===== config.mk =====
export PLATFORM = sky130hd
export DESIGN_NAME = buzzer_sequencer_flat
export DESIGN_NICKNAME = d
export VERILOG_FILES = /design/src/rtl/pong_pkg.sv /design/src/rtl/buzzer_sequencer_if.sv /design/src/rtl/buzzer_sequencer_rise_detect.sv /design/src/rtl/buzzer_sequencer.sv /design/src/flat_wrapper.sv
export SDC_FILE = /design/constraint.sdc
export NUM_CORES = 1
export LEC_CHECK = 0
export BUFFER_PORTS_ARGS = -buffer_cell sky130_fd_sc_hd__buf_4
export CORE_ASPECT_RATIO = 1.5
export CORE_MARGIN = 2
export CORE_UTILIZATION = 51
export CTS_CLUSTER_DIAMETER = 150
export DETAILED_ROUTE_END_ITERATION = 12
export GPL_ROUTABILITY_DRIVEN = 0
export HOLD_SLACK_MARGIN = 0.06
export PLACE_DENSITY = 0.73
export REMOVE_ABC_BUFFERS = 1
export SETUP_SLACK_MARGIN = 0.1
export SLEW_MARGIN = 20
export SYNTH_ARGS = -nofsm -noshare
export SYNTH_HDL_FRONTEND = slang
export SYNTH_HIERARCHICAL = 1
export SYNTH_SLANG_ARGS = --single-unit

===== constraint.sdc =====
create_clock -name clk -period 2.1 [get_ports clk]
set_input_delay 0.21 -clock clk [delete_from_list [all_inputs] [get_ports clk]]
set_output_delay 0.21 -clock clk [all_outputs]
set_load 0.02 [all_outputs]

===== src/rtl/pong_pkg.sv =====
// Shared Pong sound definitions: sound-state encoding (doubles as priority)
// and default burst lengths so game logic and the sequencer agree.
package pong_pkg;

    typedef logic [1:0] sound_t;

    localparam sound_t SND_IDLE = 2'd0;
    localparam sound_t SND_WALL = 2'd1;
    localparam sound_t SND_PAD  = 2'd2;
    localparam sound_t SND_GOAL = 2'd3;

    localparam int DEF_TICK_W         = 8;
    localparam int DEF_PAD_TICKS      = 8;
    localparam int DEF_WALL_TICKS     = 4;
    localparam int DEF_GOAL_SEG_TICKS = 10;
    localparam int DEF_GOAL_SEGS      = 4;

    // Highest-priority event wins when several edges land in the same cycle.
    function automatic sound_t event_priority(input logic goal_e,
                                              input logic pad_e,
                                              input logic wall_e);
        if (goal_e) begin
            return SND_GOAL;
        end else if (pad_e) begin
            return SND_PAD;
        end else if (wall_e) begin
            return SND_WALL;
        end
        return SND_IDLE;
    endfunction

endpackage


===== src/rtl/buzzer_sequencer_if.sv =====
// Game-side bundle for the buzzer sequencer: tick, tones, pause, events in;
// buzzer drive and status out.
interface buzzer_sequencer_if;
    import pong_pkg::*;

    logic   pause;
    logic   game_en;
    logic   pad_tone;
    logic   wall_tone;
    logic   pad_hit;
    logic   wall_hit;
    logic   goal;
    logic   buzzer;
    logic   busy;
    sound_t sound_id;

    modport master (
        output pause, game_en, pad_tone, wall_tone, pad_hit, wall_hit, goal,
        input  buzzer, busy, sound_id
    );

    modport slave (
        input  pause, game_en, pad_tone, wall_tone, pad_hit, wall_hit, goal,
        output buzzer, busy, sound_id
    );

endinterface


===== src/rtl/buzzer_sequencer_rise_detect.sv =====
// One-bit rising-edge detector: registered previous sample, output in & ~prev.
module rise_detect (
    input  logic clk,
    input  logic rst_n,
    input  logic in_i,
    output logic rise_o
);

    logic prev_q;

    always_ff @(posedge clk) begin
        if (!rst_n) begin
            prev_q <= 1'b0;
        end else begin
            prev_q <= in_i;
        end
    end

    assign rise_o = in_i & ~prev_q;

endmodule


===== src/rtl/buzzer_sequencer.sv =====
// Pong sound-effect sequencer: turns paddle/wall/goal events into timed,
// prioritised tone bursts on a single registered buzzer pin.
//
// state | meaning
// IDLE  | silent, waiting for an event edge
// WALL  | wall-hit burst, wall_tone, WALL_TICKS ticks
// PAD   | pad-hit burst, pad_tone, PAD_TICKS ticks
// GOAL  | jingle, GOAL_SEGS segments of GOAL_SEG_TICKS, tone alternates per segment
module buzzer_sequencer
    import pong_pkg::*;
#(
    parameter int TICK_W         = DEF_TICK_W,
    parameter int PAD_TICKS      = DEF_PAD_TICKS,
    parameter int WALL_TICKS     = DEF_WALL_TICKS,
    parameter int GOAL_SEG_TICKS = DEF_GOAL_SEG_TICKS,
    parameter int GOAL_SEGS      = DEF_GOAL_SEGS
) (
    input logic               clk,
    input logic               rst_n,
    buzzer_sequencer_if.slave bus
);

    localparam logic [TICK_W-1:0] PAD_LOAD  = TICK_W'(PAD_TICKS);
    localparam logic [TICK_W-1:0] WALL_LOAD = TICK_W'(WALL_TICKS);
    localparam logic [TICK_W-1:0] GOAL_LOAD = TICK_W'(GOAL_SEG_TICKS);
    localparam logic [TICK_W-1:0] TICK_ONE  = TICK_W'(1);
    localparam logic [3:0]        LAST_SEG  = 4'(GOAL_SEGS - 1);

    sound_t            state_q, state_d;
    logic [TICK_W-1:0] tick_q, tick_d;
    logic [3:0]        seg_q, seg_d;
    logic              buzzer_q, buzzer_d;
    logic              armed_q;

    logic              goal_rise, pad_rise, wall_rise;
    sound_t            evt_pri;
    logic [TICK_W-1:0] entry_load;
    logic              tone;

    rise_detect u_goal_rd (.clk(clk), .rst_n(rst_n), .in_i(bus.goal),     .rise_o(goal_rise));
    rise_detect u_pad_rd  (.clk(clk), .rst_n(rst_n), .in_i(bus.pad_hit),  .rise_o(pad_rise));
    rise_detect u_wall_rd (.clk(clk), .rst_n(rst_n), .in_i(bus.wall_hit), .rise_o(wall_rise));

    // The edge registers clear on reset, so a level already high at release
    // would look like a fresh edge; ignore edges for that first cycle.
    always_ff @(posedge clk) begin
        if (!rst_n) begin
            armed_q <= 1'b0;
        end else begin
            armed_q <= 1'b1;
        end
    end

    assign evt_pri = armed_q ? event_priority(goal_rise, pad_rise, wall_rise) : SND_IDLE;

    always_comb begin
        entry_load = '0;
        case (evt_pri)
            SND_WALL: entry_load = WALL_LOAD;
            SND_PAD:  entry_load = PAD_LOAD;
            SND_GOAL: entry_load = GOAL_LOAD;
            default:  entry_load = '0;
        endcase
    end

    always_comb begin
        state_d = state_q;
        tick_d  = tick_q;
        seg_d   = seg_q;
        if (!bus.pause) begin
            if ((evt_pri != SND_IDLE) && (evt_pri >= state_q)) begin
                state_d = evt_pri;
                tick_d  = entry_load;
                seg_d   = '0;
            end else if ((state_q != SND_IDLE) && bus.game_en) begin
                if (tick_q == TICK_ONE) begin
                    if ((state_q == SND_GOAL) && (seg_q != LAST_SEG)) begin
                        seg_d  = seg_q + 4'd1;
                        tick_d = GOAL_LOAD;
                    end else begin
                        state_d = SND_IDLE;
                        tick_d  = '0;
                        seg_d   = '0;
                    end
                end else begin
                    tick_d = tick_q - TICK_ONE;
                end
            end
        end
    end

    always_comb begin
        tone = 1'b0;
        case (state_q)
            SND_WALL: tone = bus.wall_tone;
            SND_PAD:  tone = bus.pad_tone;
            SND_GOAL: tone = seg_q[0] ? bus.wall_tone : bus.pad_tone;
            default:  tone = 1'b0;
        endcase
    end

    assign buzzer_d = tone & ~bus.pause;

    always_ff @(posedge clk) begin
        if (!rst_n) begin
            state_q  <= SND_IDLE;
            tick_q   <= '0;
            seg_q    <= '0;
            buzzer_q <= 1'b0;
        end else begin
            state_q  <= state_d;
            tick_q   <= tick_d;
            seg_q    <= seg_d;
            buzzer_q <= buzzer_d;
        end
    end

    assign bus.buzzer   = buzzer_q;
    assign bus.busy     = (state_q != SND_IDLE);
    assign bus.sound_id = state_q;

endmodule


===== src/flat_wrapper.sv =====
// flat-port wrapper written by rule: the top's interface ports become plain ports
module buzzer_sequencer_flat import pong_pkg::*;
#(
    parameter int TICK_W         = DEF_TICK_W,
    parameter int PAD_TICKS      = DEF_PAD_TICKS,
    parameter int WALL_TICKS     = DEF_WALL_TICKS,
    parameter int GOAL_SEG_TICKS = DEF_GOAL_SEG_TICKS,
    parameter int GOAL_SEGS      = DEF_GOAL_SEGS
)
  (clk, rst_n, bus_pause, bus_game_en, bus_pad_tone, bus_wall_tone, bus_pad_hit, bus_wall_hit, bus_goal, bus_buzzer, bus_busy, bus_sound_id);
  buzzer_sequencer_if bus_i ();
  input logic clk;
  input logic rst_n;
  input wire logic [$bits(bus_i.pause)-1:0] bus_pause;
  input wire logic [$bits(bus_i.game_en)-1:0] bus_game_en;
  input wire logic [$bits(bus_i.pad_tone)-1:0] bus_pad_tone;
  input wire logic [$bits(bus_i.wall_tone)-1:0] bus_wall_tone;
  input wire logic [$bits(bus_i.pad_hit)-1:0] bus_pad_hit;
  input wire logic [$bits(bus_i.wall_hit)-1:0] bus_wall_hit;
  input wire logic [$bits(bus_i.goal)-1:0] bus_goal;
  output wire logic [$bits(bus_i.buzzer)-1:0] bus_buzzer;
  output wire logic [$bits(bus_i.busy)-1:0] bus_busy;
  output wire logic [$bits(bus_i.sound_id)-1:0] bus_sound_id;
  assign bus_i.pause = bus_pause;
  assign bus_i.game_en = bus_game_en;
  assign bus_i.pad_tone = bus_pad_tone;
  assign bus_i.wall_tone = bus_wall_tone;
  assign bus_i.pad_hit = bus_pad_hit;
  assign bus_i.wall_hit = bus_wall_hit;
  assign bus_i.goal = bus_goal;
  assign bus_buzzer = bus_i.buzzer;
  assign bus_busy = bus_i.busy;
  assign bus_sound_id = bus_i.sound_id;
  buzzer_sequencer #(.TICK_W(TICK_W), .PAD_TICKS(PAD_TICKS), .WALL_TICKS(WALL_TICKS), .GOAL_SEG_TICKS(GOAL_SEG_TICKS), .GOAL_SEGS(GOAL_SEGS)) u_core (.clk(clk), .rst_n(rst_n), .bus(bus_i));
endmodule

Yosys cells after proc, flatten, opt, wreduce, memory -nomap -nowiden --
Index checks and enable logic that the tools add are counted.
Cells by class: bitwise gates (word level) 8, reduce and logical (&&, ||, !) cells 10, add/sub/neg operators 2, mux-type cells 24, magnitude comparators 1, eq/ne operators 9
Operator list (count):
- 2-to-1 mux 8 bit | 3
- 2-to-1 mux 4 bit | 5
- 2-to-1 mux 2 bit | 9
- case mux 4 bit (3 select lines) | 1
- == test 2 bit (second input constant) | 4
- == test 8 x 1 -> 1 bit (second input constant) | 1
- nonzero test 2 bit | 4
- subtractor 8 x 1 -> 8 bit (second input constant) | 1
- 2-to-1 mux 1 bit | 5
- adder 4 x 1 -> 4 bit (second input constant) | 1
- bitwise AND 1 bit | 4
- == test 2 x 1 -> 1 bit (second input constant) | 2
- inequality test 4 x 2 -> 1 bit (second input constant) | 1
- NOT 1 bit | 4
- AND reduction 4 bit | 1
- logical AND 1 bit | 3
- case mux 1 bit (3 select lines) | 1
- AND reduction 3 bit | 1
- >= comparator 2 bit | 1
- inequality test 2 x 1 -> 1 bit (second input constant) | 1
- AND reduction 2 bit | 1
Storage, ports and cells: word-level logic and storage cells 62, flip-flop bits (word level) 19

Longest topological paths before layout --
Gate-level depths: netlist (run 1).
word-level depth 11, gate-level depth with buffers 9, depth with buffers taken out 9

By module --
Netlist (run 1), hierarchy kept.
By module, submodules not included:
- buzzer_sequencer | sequential area each 320.3 µm², area an instance 1049.8 µm², cells an instance 122, instances 1
- rise_detect | sequential area each 20.0 µm², area an instance 40.0 µm², cells an instance 3, instances 3

Worst setup path after synthesis (run 1) --
OpenSTA, ideal clock, no wires.
kind reg2reg, start point register u_core.u_wall_rd.prev_q, end point register u_core.seg_q[3], clock period less this slack 2.144 ns, slack -0.044 ns, data required time 2.027 ns, data arrival time 2.071 ns, cell stages (with the launch flop) 10, library setup time 0.073 ns, path buffers 0, cells stage by stage dfxtp_1 nor2b_4 nor2b_1 o21ai_0 ha_1 nand2b_1 a21o_2 a31oi_4 or3b_4 o211ai_2
Between the ends: longest elaborated chain between the ends 11
Ends and longest elaborated chain:
- start: declaration | RTL line buzzer_sequencer_rise_detect.sv:9 | logic prev_q;
- start signal: assignment | RTL line buzzer_sequencer_rise_detect.sv:15 | prev_q <= in_i;
- NOT 1 bit (*) | RTL line buzzer_sequencer_rise_detect.sv:19 | assign rise_o = in_i & ~prev_q;
- bitwise AND 1 bit (*) | RTL line buzzer_sequencer_rise_detect.sv:19
- via u_core.wall_rise | RTL line buzzer_sequencer.sv:35 | logic goal_rise, pad_rise, wall_rise;
- 2-to-1 mux 1 bit (*) | RTL line pong_pkg.sv:26 | end else if (wall_e) begin
- 2-to-1 mux 1 bit (*) | RTL line pong_pkg.sv:24 | end else if (pad_e) begin
- 2-to-1 mux 1 bit (*) | RTL line pong_pkg.sv:22 | if (goal_e) begin
- 2-to-1 mux 2 bit (*) | RTL line pong_pkg.sv:29 | return SND_IDLE;
- 2-to-1 mux 2 bit (*) | RTL line buzzer_sequencer.sv:54 | assign evt_pri = armed_q ? event_priority(goal_rise, pad_rise, wall_rise) : SND_IDLE;
- >= comparator 2 bit or nonzero test 2 bit (tied branches) | RTL line buzzer_sequencer.sv:71 | if ((evt_pri != SND_IDLE) && (evt_pri >= state_q)) begin
- logical AND 1 bit (*) | RTL line buzzer_sequencer.sv:71
- nonzero test 2 bit (no source line)
- AND reduction 3 bit (no source line)
- end signal: assignment | RTL line buzzer_sequencer.sv:113 | seg_q <= seg_d;
- end: declaration | RTL line buzzer_sequencer.sv:31 | logic [3:0] seg_q, seg_d;
Mark *: on every way through the listed nets, which the timed path passes. The rest lies on a longest branch. A chain may end at the register's enable or synchronous reset.

Worst setup path after layout (run 1) --
start point register u_core.u_wall_rd.prev_q, end point register u_core.seg_q[2]
Same word-level chain as after synthesis.

==> results of run 1 <==
layout make-up:
class                      instances  area (um2)  share of cell area (%)
clock buffer                       3        22.5                    1.43
clock inverter                     1        5.00                   0.317
inverter                           6        22.5                    1.43
multi-input combinational        104         911                    57.7
sequential                        19         383                    24.2
tap                               23        28.8                    1.82
timing repair buffer              26         206                    13.1
critical path, stage by stage, from the launching register on:
cell and delay, ps:
sky130_fd_sc_hd__dfxtp_2 350, sky130_fd_sc_hd__nor2b_4 100, sky130_fd_sc_hd__nor2b_1 140, sky130_fd_sc_hd__o21ai_1 90, sky130_fd_sc_hd__ha_1 300, sky130_fd_sc_hd__nand2b_4 140
sky130_fd_sc_hd__a21oi_4 70, sky130_fd_sc_hd__buf_6 120, sky130_fd_sc_hd__o2111a_1 250, sky130_fd_sc_hd__o311ai_4 310, sky130_fd_sc_hd__o41ai_4 130
cell usage in the layout, fill, tap and decap left out, types with 3 or more instances in the layout:
master,count
sky130_fd_sc_hd__nand2_1,13
sky130_fd_sc_hd__nor2b_1,3
sky130_fd_sc_hd__o22ai_1,3
sky130_fd_sc_hd__clkbuf_4,3
sky130_fd_sc_hd__ha_1,4
sky130_fd_sc_hd__nand2b_1,3
sky130_fd_sc_hd__inv_1,6
sky130_fd_sc_hd__buf_6,3
sky130_fd_sc_hd__nor2b_4,3
sky130_fd_sc_hd__nand3_1,3
sky130_fd_sc_hd__o21ai_2,3
sky130_fd_sc_hd__o21ai_0,3
sky130_fd_sc_hd__o211ai_1,3
sky130_fd_sc_hd__a21oi_1,4
sky130_fd_sc_hd__o21ai_1,3
sky130_fd_sc_hd__dfxtp_1,17
sky130_fd_sc_hd__and2_1,3
sky130_fd_sc_hd__buf_4,23
sky130_fd_sc_hd__nor2_1,5
report_power, final:
part           internal [mW]  leakage (nW)  total, mW  switching (mW)
Clock                 0.0712        0.0177      0.192           0.121
Combinational          0.133         0.473      0.276           0.142
Sequential             0.380         0.156      0.400          0.0208
Total                  0.584         0.646      0.868           0.284
final timing paths:
path                                       from                                 to  depth (start not counted)
min reg2reg       u_core/tick_q[7]$_SDFFE_PN0P_      u_core/tick_q[7]$_SDFFE_PN0P_                          2
max reg2reg  u_core/u_wall_rd/prev_q$_SDFF_PN0_       u_core/seg_q[2]$_SDFFE_PN0P_                         10
min                                 bus_pad_hit  u_core/u_pad_rd/prev_q$_SDFF_PN0_                          2
max          u_core/u_wall_rd/prev_q$_SDFF_PN0_       u_core/seg_q[2]$_SDFFE_PN0P_                         10
metrics by stage:
step | power, mW | utilization [%]
after floorplan | 0.546 | -
after global placement | 0.614 | 61.2
after detailed placement | 0.621 | 61.2
after CTS | 0.832 | 65.7
after global routing | 0.915 | 71.5
final | 0.868 | 71.5
timing repair:
item                                    CTS  global route
endpoints found under the setup margin   14            14
gates cloned                              1             0
hold endpoints to repair                  0             0
pin swaps                                12            16
buffers inserted                          3             2
resized for setup                        10            21
cells in the mapped netlist (2+ instances only):
cell	n	share of area [%]
sky130_fd_sc_hd__a21oi_1	6	2.6
sky130_fd_sc_hd__and2_1	3	1.6
sky130_fd_sc_hd__clkbuf_1	2	0.64
sky130_fd_sc_hd__dfxtp_1	19	33
sky130_fd_sc_hd__ha_1	5	5.3
sky130_fd_sc_hd__inv_1	6	1.9
sky130_fd_sc_hd__nand2_1	13	4.2
sky130_fd_sc_hd__nand2b_1	5	2.7
sky130_fd_sc_hd__nand3_1	4	1.7
sky130_fd_sc_hd__nor2_1	6	1.9
sky130_fd_sc_hd__nor2b_1	3	1.6
sky130_fd_sc_hd__nor2b_4	3	3.5
sky130_fd_sc_hd__nor3_1	3	1.3
sky130_fd_sc_hd__o211ai_1	3	1.9
sky130_fd_sc_hd__o21a_1	2	1.3
sky130_fd_sc_hd__o21ai_0	6	2.6
sky130_fd_sc_hd__o21ai_1	2	0.86
sky130_fd_sc_hd__o22ai_1	4	2.1
sky130_fd_sc_hd__o2bb2ai_1	2	1.5
sky130_fd_sc_hd__o311ai_1	2	1.5
sky130_fd_sc_hd__o31ai_1	2	1.3
sky130_fd_sc_hd__or2_2	2	1.1
sky130_fd_sc_hd__or4_1	2	1.3
state kept, by name, summed over array words and instances, names as in the netlist:
signal	flops
u_core/armed_q	1
u_core/seg_q	4
u_core/u_goal_rd/prev_q	1
u_core/bus.sound_id	2
u_core/bus.buzzer	1
u_core/u_pad_rd/prev_q	1
u_core/tick_q	8
u_core/u_wall_rd/prev_q	1
cells by family (layout without fill, tap and decap cells):
group                    after synthesis  count (layout)
AND/OR/NAND/NOR                       55              55
AO/OA/AOI/OAI                         42              43
flip-flops                            19              19
buffers and inverters                  9              36
adder cells (fa/ha/maj)                5               5
XOR/XNOR                               1               1
layer usage:
metal	global-route usage, %	up-vias	routed length, um
met2	40.3	18	1630
met3	2.60	11	61
li1	-	545	-
met5	0	-	0
met4	11.4	0	133
met1	25.7	556	1140
==> results.md, run 1 <==
STA:
- At the pin with the least slew margin, the transition time is 487 ps.
- The final setup skew is ~1.6 ps.
- The final clock period utilization by the worst path is 101%.
- After routing, the total negative slack on setup checks comes to -14.1 ps.
- Headroom to the max-slew limit came out at around two thirds.
- Across all hold checks on the routed design, the worst slack comes to about 110 ps.
- Timing would allow up to about 470 MHz.
- The final number of max-transition violations came to 0.
- The total of endpoints with negative setup slack in the final report is 1.
- Across all setup checks in the final design, the least slack found is -14.1 ps.
- The number of failing hold endpoints at the final stage is 0.
- The clock period minus final worst setup slack is between 2000 and 2500 ps.
- Setup repair after global routing could not meet its margin everywhere.

Place:
- In this run the cell area measured after placement is approximately 0.0014 mm2.
- The number of buffers inserted by port buffering is 12.
- The placed wire-length estimate is 2.02 mm.
- The worst slack at placement is -147 ps.
- Counting tap cells, the placed design contains a total of roughly 170 instances.

Drt:
- Before antenna repair, the detailed router went through 4 iterations.
- The mean routed wirelength per cell is roughly 16 um.
- In the routed layout, each cell is associated on average with a via count of between 6 and 7.
- The detail route stage leaves a number of antenna-violating nets equal to 0.
- The remaining design rule violation count is 0.
- The via count of the routed design is about 1100.
- The detailed-route wire length is 2.97 mm.
- The initial DRC count is 18.

Clocking:
- The clock tree from TritonCTS is yes.
- For the worst-skew pair, the clock arrives at the later sink with an insertion delay of 310 ps.
- The tree built by TritonCTS fans out to 19 sinks.
- The TritonCTS buffer count is 3.
- In this run the number of H-tree levels came out at 1.
- The clock passes through at most 2 buffers.
- Clock-pin slew was measured on the worst setup and hold paths at approximately 110 ps.
- Hold repair after CTS inserted 0 buffers.
- The cell sitting at the root of the clock tree is a sky130_fd_sc_hd__clkbuf_4.

Global route:
- The via count of the first global-routing pass is around 1100.
- Summed over all layers, the global routing overflow is 0.
- The pin count of the biggest net entering global routing is 26.
- The initial antenna violation count was 0.
- The total routing resource utilization after global routing is between 20% and 30%.
- The first global-routing pass estimated between 4 and 5 mm of wire.

Worst setup path:
- The arrival time reported for the critical path endpoint is around 2300 ps.
- The data required time of the critical path is about 2300 ps.
- STA classifies the critical path endpoint as a register.
- The kind of start point of the critical path is a register.
- For flop-to-flop paths, the worst setup slack is -10 ps.
- The highest fanout seen on the critical path is 4.
- The setup path with the least slack is of type reg -> reg.

Floorplan:
- The placeable core region is between 0.002 and 0.0025 mm2.
- The die area is between 0.002 and 0.003 mm2.
- The die is 62.7 um tall.
- The initial standard-cell utilization of the core is 53.0%.
- Pin placement for this block handled 13 I/O pins.
- The floorplan has 21 rows.
- The width of the die is approximately 43 um.

Synthesis:
- During synthesis, Yosys emitted a total of 6 warnings.
- The synthesized flop and latch total is 19.
- The area fraction in and, or, nand and nor cells after synthesis is between 30 and 40%.
- The primary flip-flop cell chosen by synthesis mapping is sky130_fd_sc_hd__dfxtp_1.
- Averaged over all synthesized cells, the footprint is 8.93 um2.
- The fraction of synthesis flops using an asynchronous set or reset pin is 0%.
- The dominant combinational cell family by area after synthesis is simple AND/OR/NAND/NOR gates.
- The post-synthesis sequential area ratio is around a third.
- The synthesized netlist devotes between 20% and 30% of its cell area to compound gates.
- In the synthesized netlist, the number of instances is 131.
- The share of synthesized area spent on multiplexers is 0%.
- Yosys mapped a number of flops with a built-in enable equal to 0.
- The synthesized netlist occupies a cell area of around 0.0012 mm2.
- The XOR/XNOR share of the synthesized area is less than 1%.
- The number of distinct library cells after synthesis is between 40 and 50.
- The adder-cell share of the synthesized area is under 10%.

Finish:
- The area growth from synthesis to layout is 35.0%.
- The finished layout cell area is around 0.0016 mm2.
- In the final design database the tool counted around 170 nets.
- The filler cells instantiated in the layout total 169.
- Of the cells placed in the final design, the portion with a size suffix greater than 1 is a little over two fifths.
- The antenna diode count is 0.
- Leaving out filler cells and counting taps, the final layout contains approximately 180.

Outcome:
- The run finished, with violations left.
- The final reports fail on negative setup slack.

Power:
- The static leakage power is 0.646 nW.
- For this design the ratio of total power to cell area is around 550 mW/mm2.
- VDD sags by at most approximately 0.45 mV.

Flow run:
- The tool flagged a number of max-cap violations equal to 0.

Worst hold path:
- The path class of the tightest hold or removal check is in -> reg.
No activity file was read; power rests on OpenSTA's default activity.
==> run 2, diff against run 1 <==
--- a/config.mk
+++ b/config.mk
@@ -5,6 +5,7 @@
 export SDC_FILE = /design/constraint.sdc
 export NUM_CORES = 1
 export LEC_CHECK = 0
+export ABC_AREA = 1
 export BUFFER_PORTS_ARGS = -buffer_cell sky130_fd_sc_hd__buf_4
 export CORE_ASPECT_RATIO = 1.5
 export CORE_MARGIN = 2
==> run 2 against run 1 <==
  * The run now ends clean
  * Cell count rose by 23%
  * Sequential cell count did not move
  * Area after synthesis rose by 1.4%
  * Die area rose by 1.3%
  * Global-route usage fell by 3.5 points
  * Synthesized cell count rose by 38%
  * Non-clock buffer count fell by 11
  * Combinational power rose by 46%
  * Sequential share of layout area rose by 3.5 points
  * Setup slack improved by 250 ps
  * Wire length fell by 21%
  * Power rose by 16%
==> results.md, run 2 <==
Outcome:
- The flow ran to the end, and the final reports show no timing, DRC or antenna violations.

Worst setup path:
- The number of buffer and inverter stages on the critical path is 1.
- On the critical path the largest part of the delay comes from simple AND/OR/NAND/NOR gates.
- The critical path goes through nor2_2, o21ai_2, inv_2, ha_1, a21oi_2, nand2_2, nand2_4, nand2_1, nand2_2, a21oi_1, and2_1.
- The category of the most critical setup path is reg -> reg.
- The arrival time reported for the critical path endpoint is ~2100 ps.
- In this design, the stage delay of the slowest critical-path cell is around 340 ps.
- Data on the critical path is required at its endpoint by about 2300 ps.
- STA classifies the critical path startpoint as a register.
- The highest fanout seen on the critical path is 7.
- Among the stages of the critical path, the cell type that occurs most often is sky130_fd_sc_hd__nand2_2.
- The master of the slowest instance on the critical path is sky130_fd_sc_hd__dfxtp_1.
- The worst setup path is captured at a register.

Global route:
- Summed over all layers, the global routing overflow is 0.
- Entering global routing, the biggest net connects 13 pins.
- The first-pass GRT wire length is 4.19 mm.
- The initial antenna violation count was 0.
- The total routing resource utilization after global routing is 19.2%.
- The via count of the first global-routing pass is roughly 1000.

Synthesis:
- The average instance in the mapped netlist occupies roughly 6.6 um2.
- The area of the mapped netlist is 0.00119 mm2.
- Yosys mapped a number of flops with a built-in enable equal to 0.
- The biggest area contributor in the post-synthesis netlist is sky130_fd_sc_hd__dfxtp_1.
- The post-synthesis sequential area ratio is about a third.
- Counting flops with an async set or reset pin after synthesis yields a share of 0%.
- Synthesis inferred 19 register bits.
- The top-area cell type share of the netlist area is about a third.
- The cell count after synthesis is between 150 and 200.
- By count the netlist is led by sky130_fd_sc_hd__nand2_1, sky130_fd_sc_hd__inv_1, sky130_fd_sc_hd__nor2_1.
- During synthesis, Yosys emitted a total of 6 warnings.
- Of the total synthesized cell area, the portion taken by full adders, half adders and majority gates is 5.27%.
- The area fraction in and, or, nand and nor cells after synthesis is between 30 and 40%.
- By area, the combinational part of the netlist is dominated by simple AND/OR/NAND/NOR gates.
- Measured against the total synthesized area, the mux share comes to 0%.
- The synthesized netlist devotes 10.8% of its cell area to compound gates.
- For this run, the leading register cell type out of synthesis is sky130_fd_sc_hd__dfxtp_1.
- Among all cell types in the netlist, the one instantiated most often is sky130_fd_sc_hd__nand2_1.
- The synthesized netlist contains 25 unique library cells.
- Of the total synthesized cell area, the portion taken by XOR and XNOR cells is approximately 3.0%.
- In the post-synthesis netlist, the biggest area contributors are sky130_fd_sc_hd__dfxtp_1, sky130_fd_sc_hd__nand2_1, sky130_fd_sc_hd__inv_1.

Clocking:
- TritonCTS created 3 clock buffers.
- The worst-case clock buffer depth is 2.
- The total of hold buffers inserted after clock tree synthesis is 0.
- The insertion delay to the later sink of the worst-skew pair is approximately 290 ps.
- TritonCTS built the clock tree.
- In this run the number of H-tree levels came out at 1.
- The root buffer cell is sky130_fd_sc_hd__clkbuf_4.
- The total number of clock tree sinks is 19.
- After clock tree synthesis, the clock-pin slew on the worst setup and hold paths is about 100 ps.

Place:
- The number of placed cells counting well taps is ~220.
- The placed wire-length estimate is 1.86 mm.
- The number of buffers inserted by port buffering is 12.

Finish:
- The antenna diode count is 0.
- The register with the most flip-flops in the final layout is u_core/tick_q.
- Compared with the post-synthesis result, the final layout area differs by 15.4%.
- The library cell used most frequently in the layout, excluding fill and tap cells, is sky130_fd_sc_hd__nand2_1.
- The total number of nets in the final design is approximately 220.
- The library cells used most frequently in the layout, excluding fill and tap cells, are sky130_fd_sc_hd__nand2_1, sky130_fd_sc_hd__inv_1, sky130_fd_sc_hd__nor2_1.
- The number of flip-flops under the largest register name is 8.
- The post-route netlist has around 23% of its cells at a drive strength greater than 1.
- The number of fill cells in the layout is between 200 and 250.
- After the flow finishes, the layout carries non-filler instances totaling approximately 220.

Worst hold path:
- The worst hold path belongs to the class in -> reg.

Floorplan:
- The number of cell rows is 21.
- The width of the die is approximately 43 um.
- The initial standard-cell utilization of the core is between 50% and 60%.
- The die boundary height is roughly 63 um.
- The number of primary I/O pins is 13.
- The total area inside the core boundary comes to ~0.0022 mm2.
- The die area is approximately 0.0027 mm2.

STA:
- At the pin with the least slew margin, the transition time is approximately 350 ps.
- The timing-limited maximum frequency is around 540 MHz.
- Setup repair after global routing left no endpoint under its margin.
- Counting I/O delays and the setup requirement, the final critical path takes 1870 ps.
- The number of failing hold endpoints at the final stage came to 0.
- Setup violations remaining at the end of the flow were counted as 0.
- The worst pin sits at a relative slew slack of between 70% and 80%.
- The final number of max-transition violations is 0.
- In the final timing run, aggregate negative setup slack is 0 ps.
- The worst path uses just under 90% of the clock period.
- On the final layout, the worst clock skew is about 7.4 ps.

Power:
- The total power is between 1 and 1.5 mW.
- The internal portion of the total power is approximately 0.62 mW.
- The net switching fraction of the power is about two fifths.
- The proportion of power drawn by flip-flops and latches is 42.3%.
- IR analysis of the VDD net gives a maximum drop of ~0.52 mV.
- The reported net switching power is 0.384 mW.
- The static leakage power is about 0.70 nW.
- The share of total power dissipated in the clock network is 17.7%.
- The combinational group share of total power is between 40 and 50%.
- For this design the ratio of total power to cell area is 736 mW/mm2.

Drt:
- The via count of the routed design is about 1100.
- The initial DRC count is 25.
- The detailed-routing iteration count for the pre-antenna-repair pass is 4.
- The count of nets left with antenna violations once routing finished came out at 0.
- For this run, design rule violations remaining after detail routing come to 0.
- Summed over all layers, the routed wires come to around 2.4 mm.
- Dividing the detail-routed via count by the number of cells gives ~5.
- Dividing the detail-routed wire length by the instance count gives approximately 11 um.

Flow run:
- Max-cap violations in this run came to 0.
run 2: cell types whose count changed in the layout (fill, tap and decap cells not counted), moves of 7 or more:
cell	previous run	this run
sky130_fd_sc_hd__inv_1	6	24
sky130_fd_sc_hd__nand2_1	13	48
sky130_fd_sc_hd__nand3_1	3	13
sky130_fd_sc_hd__nor2_1	5	22
sky130_fd_sc_hd__inv_2	0	7
sky130_fd_sc_hd__buf_4	23	15
run 2: routing by layer:
layer	vias to the layer above	routed length (um)	share of wire [%]	global-route usage, %
met1	489	1010	43	23.0
li1	602	-	-	-
met4	0	55	2.3	10.6
met3	4	68	2.9	2.01
met2	17	1230	52	32.5
met5	-	0	0	0
run 2: worst register-to-register path: cells and delay by family (launching register included):
kind	cells	cell delay, ps
AOI/OAI and AO/OA	3	400
adders and majority gates	1	310
buffers and inverters	1	80
DFF	1	340
and+or+nand+nor	6	650
run 2: cells by family after synthesis:
logic type	count (synthesis)
simple gates	101
xor+xnor	4
buf+inv	32
compound gates	20
flops	19
fa+ha+maj	5
run 2: layout make-up:
cell class,instances,area (um2),area share [%]
Multi-Input combinational cell,130,699,51.1
Sequential cell,19,380,27.8
Inverter,32,121,8.87
Timing Repair Buffer,15,113,8.23
Tap cell,23,28.8,2.10
Clock buffer,4,26.3,1.92
run 2: worst paths after layout:
path,from,endpoint,slack (ps),cells past startpoint
worst max register to register,u_core/u_goal_rd/prev_q$_SDFF_PN0_,u_core/tick_q[1]$_SDFFE_PN0P_,230,11
worst min-delay path,bus_goal,u_core/u_goal_rd/prev_q$_SDFF_PN0_,100,3
worst max-delay path,u_core/u_goal_rd/prev_q$_SDFF_PN0_,u_core/tick_q[1]$_SDFFE_PN0P_,230,11
worst min register to register,u_core/tick_q[0]$_SDFFE_PN0P_,u_core/tick_q[0]$_SDFFE_PN0P_,500,2
run 2: per-stage QoR:
| stage | area (um2) | hold WS [ps] | util [%] | worst slack [ps] |
|---|---|---|---|---|
| 6_report | 1370 | 97.9 | 62.0 | 232 |
| 5_1_grt | 1370 | 84.3 | 62.0 | 103 |
| 4_1_cts | 1330 | 81.7 | 60.3 | 101 |
| 3_5_place_dp | 1310 | 400 | 59.1 | 44.0 |
| 3_3_place_gp | 1310 | 396 | 59.1 | 160 |
| 2_1_floorplan | 1190 | 238 | - | 310 |
run 2: what timing repair did:
action | 4_1_cts | 5_1_grt
hold endpoints to repair | 0 | 0
setup endpoints to repair | 0 | 14
buffers inserted | 0 | 3
gates resized for setup | 0 | 5
run 2: power groups by stage:
stage,Combinational (mW),Sequential (mW),Clock [mW]
2_1_floorplan,0.293,0.434,0
3_3_place_gp,0.372,0.434,0
3_5_place_dp,0.382,0.435,0
4_1_cts,0.385,0.427,0.191
5_1_grt,0.459,0.433,0.199
6_report,0.404,0.426,0.178
==> run 3, diff against run 2 <==
--- a/config.mk
+++ b/config.mk
@@ -14,10 +14,10 @@
 export DETAILED_ROUTE_END_ITERATION = 12
 export GPL_ROUTABILITY_DRIVEN = 0
 export HOLD_SLACK_MARGIN = 0.06
-export PLACE_DENSITY = 0.73
+export PLACE_DENSITY = 0.75
 export REMOVE_ABC_BUFFERS = 1
 export SETUP_SLACK_MARGIN = 0.1
-export SLEW_MARGIN = 20
+export SLEW_MARGIN = 10
 export SYNTH_ARGS = -nofsm -noshare
 export SYNTH_HDL_FRONTEND = slang
 export SYNTH_HIERARCHICAL = 1
==> run 3 against run 2 <==
  * Combinational power is 2% lower
  * Maximum frequency grew 0.28%
  * Register-to-register slack about the same
  * Critical path type unchanged
  * Utilization decreased by 0.68 points
  * Largest cell class unchanged
  * Sequential power barely moved
  * Design area is 1.1% lower
  * First-iteration DRC count shrank 8.0%
  * Critical path depth unchanged
  * Global-route usage grew 0.93 points
==> results.md, run 3 (synthesis results as in run 2) <==
Finish:
- For this run, the post-layout net count is 213.
- In the final layout, the multi-input gates occupy 698 um2.
- The number of antenna diodes in the final layout is 0.
- The library cells used most frequently in the layout, excluding fill and tap cells, are sky130_fd_sc_hd__nand2_1, sky130_fd_sc_hd__inv_1, sky130_fd_sc_hd__nor2_1.
- From synthesis to final layout, the design area changed by 14.1%.
- The commonest non-fill, non-tap cell in the layout is sky130_fd_sc_hd__nand2_1.
- With fillers left out, the area of the finished cells amounts to between 0.001 and 0.0015 mm2.
- The share of final-layout standard cells stronger than drive strength 1 is 23.2%.
- The register with the most flip-flops in the layout has 8 of them.
- The largest register by flop count is u_core/tick_q.
- The number of fill cells in the layout is 230.
- The area taken by flip-flops and latches is around 380 um2.

Clocking:
- Counting the buffers created by CTS gives 3.
- The insertion delay to the later sink of the worst-skew pair is 290 ps.
- Clock-pin slew was measured on the worst setup and hold paths at ~100 ps.
- Counting every sink on the clock net gives 19.
- TritonCTS built the clock tree.
- The tree is rooted in a sky130_fd_sc_hd__clkbuf_4.
- The worst-case clock buffer depth is 2.
- The number of hold buffers added after CTS was 0.
- The number of H-tree branching levels is 1.

Global route:
- The layer with the highest usage after global routing is met2.
- The met3 usage is around 2.3%.
- The via count of the first global-routing pass came to 1091.
- For this run, global-route usage on met2 was measured as ~37%.
- Entering global routing, the biggest net connects 13 pins.
- The initial antenna violation count is 0.
- The met1 global-route usage is between 20 and 25%.
- Global routing finished with a remaining overflow of 0.
- The total routing resource utilization after global routing is between 20% and 30%.
- The first global-routing pass estimated 4.36 mm of wire.

Worst setup path:
- By startpoint and endpoint, the worst setup path is classified as reg -> reg.
- In this run the critical register-to-register path is captured at u_core/tick_q[1]$_SDFFE_PN0P_.
- The signal on the critical path passes through nor2_2, o21ai_2, inv_2, ha_1, a21oi_2, nand2_2, nand2_4, nand2_1, nand2_2, a21oi_1, and2_1.
- The dominant delay contributor by cell family on the critical path is simple AND/OR/NAND/NOR gates.
- The length in cells of the worst reg-to-reg path is 11.
- On the critical path, the stage with the largest delay is an instance of sky130_fd_sc_hd__dfxtp_1.
- The setup slack on the worst flop-to-flop path is ~240 ps.
- STA puts the critical path data required time at about 2300 ps.
- The kind of start point of the critical path is a register.
- Along the worst path, the maximum fanout reaches 7.
- The worst setup path is captured at a register.
- The cell that appears most often on the critical path is sky130_fd_sc_hd__nand2_2.
- The reg-to-reg startpoint is u_core/u_goal_rd/prev_q$_SDFF_PN0_.
- The arrival time reported for the critical path endpoint is 2060 ps.
- The delay of the slowest cell on the worst path is about 340 ps.
- Together, buffers and inverters on the worst path number 1.

STA:
- The measured slew at the worst slew-check pin is 364 ps.
- The timing-limited maximum frequency is between 500 and 600 MHz.
- The final setup skew is 5.66 ps.
- The total of endpoints with negative setup slack in the final report is 0.
- The final number of max-transition violations is 0.
- Dividing the final minimum period by the clock period gives roughly 89%.
- The number of failing hold endpoints at the final stage is 0.
- In this run the tightest slew margin relative to its limit is between 70 and 80%.
- The smallest setup slack after layout is around 240 ps.
- For the finished layout, the period the worst path requires is roughly 1900 ps.
- Setup total negative slack on the finished layout was measured at 0 ps.
- Setup repair after global routing left no endpoint under its margin.

Drt:
- The mean routed wirelength per cell is between 10 and 15 um.
- After detailed routing, the total wire length is 2.45 mm.
- The via count of the routed design is ~1100.
- The remaining antenna violation count is 0.
- The detailed-routing iteration count for the pre-antenna-repair pass is 4.
- In the routed design, unresolved DRC markers number 0.
- The first routing iteration left 23 violations.
- Dividing the detail-routed via count by the number of cells gives approximately 5.1.

Place:
- The count of buffers added on input and output ports is 12.
- Before CTS, the worst setup slack after placement is approximately 47 ps.
- Once placement finished, the instance area stood at roughly 0.0013 mm2.
- The placed wire-length estimate is around 1.9 mm.

Outcome:
- The run finished with clean final reports.

Floorplan:
- 13 I/O pins were placed.
- The placeable core region is 0.00221 mm2.
- From left edge to right edge, the die measures between 40 and 50 um.
- The die is roughly 63 um tall.
- For this configuration, the core starts out at a cell density of roughly 54%.
- The floorplan step defined a die boundary enclosing between 0.002 and 0.003 mm2.
- The floorplan has 21 rows.

Worst hold path:
- The depth of the worst hold-timing path is 3.
- The startpoint identified for the worst hold timing path is bus_wall_hit.
- The worst-case hold path end point is u_core/u_wall_rd/prev_q$_SDFF_PN0_.
- The path class of the tightest hold or removal check is in -> reg.

Flow run:
- The number of max-capacitance violations reported is 0.

Power:
- The static leakage power is 0.692 nW.
- In this run the power density over the cells is between 700 and 800 mW/mm2.
- The combinational group share of total power is ~39%.
- The power share of the clock group is roughly 18%.
- Registers are responsible for about 43% of the overall power.
- The net switching fraction of the power is between 30% and 40%.
- IR analysis of the VDD net gives a maximum drop of roughly 0.45 mV.
- The reported net switching power is approximately 0.4 mW.
- The total internal power is 0.615 mW.
run 3: cell count changes in the layout (fill, tap and decap cells not counted):
cell,change
sky130_fd_sc_hd__a21oi_2,+1
sky130_fd_sc_hd__clkinv_2,+1
sky130_fd_sc_hd__a21oi_1,-1
sky130_fd_sc_hd__nand2_4,-1
sky130_fd_sc_hd__buf_4,-2
sky130_fd_sc_hd__nand2_2,+1
sky130_fd_sc_hd__clkbuf_1,-1
run 3: worst max-delay path by stage:
stage / start / to / slack [ps] / cells after the start
3_3_place_gp: bus_goal / u_core/tick_q[1]$_SDFFE_PN0P_ / 160 / 13
3_5_place_dp: bus_goal / u_core/tick_q[1]$_SDFFE_PN0P_ / 50 / 13
6_report: u_core/u_goal_rd/prev_q$_SDFF_PN0_ / u_core/tick_q[1]$_SDFFE_PN0P_ / 240 / 11
4_1_cts: u_core/u_goal_rd/prev_q$_SDFF_PN0_ / u_core/tick_q[1]$_SDFFE_PN0P_ / 110 / 11
2_1_floorplan: u_core/u_goal_rd/prev_q$_SDFF_PN0_ / u_core/tick_q[1]$_SDFFE_PN0P_ / 310 / 11
5_1_grt: u_core/u_goal_rd/prev_q$_SDFF_PN0_ / u_core/tick_q[5]$_SDFFE_PN0P_ / 130 / 11
run 3: worst register-to-register path: cells and delay by family, from the launching register on:
| kind | cells | cell delay (ps) |
|---|---|---|
| compound gates | 3 | 420 |
| fa+ha+maj | 1 | 300 |
| buf+inv | 1 | 70 |
| flops | 1 | 340 |
| simple gates | 6 | 660 |
run 3: area by class of cell:
cell class                 instances  area share, %
tap                               23           2.13
clock inverter                     1          0.370
clock buffer                       3           1.66
sequential                        19           28.1
multi-input combinational        130           51.6
inverter                          32           8.96
timing repair buffer              13           7.21
run 3: repair_timing:
item,in CTS,in global routing
endpoints found under the setup margin,0,14
buffers inserted,0,1
gates resized for setup,0,5
run 3: power by group through the flow:
stage / registers, mW / logic (mW) / clock network [mW]
detailed placement: 0.435 / 0.380 / 0
global route: 0.433 / 0.449 / 0.203
global placement: 0.434 / 0.374 / 0
floorplan: 0.434 / 0.293 / 0
finish: 0.427 / 0.396 / 0.181
CTS: 0.427 / 0.383 / 0.192
run 3: metrics by stage:
stage | power, mW | hold slack (ps) | cells | util [%]
after floorplan | 0.727 | 238 | 181 | -
after global placement | 0.808 | 396 | 216 | 59.1
after detailed placement | 0.816 | 400 | 216 | 59.1
after CTS | 1.00 | 83.8 | 220 | 60.4
after global routing | 1.09 | 92.4 | 221 | 61.3
final | 1.00 | 99.3 | 221 | 61.3
run 3: per-layer routing:
layer  vias to the layer above  share of wire, %
met1                       501                41
met4                         0              0.78
li1                        595                 -
met5                         -                 0
met3                         2               3.7
met2                        24                54
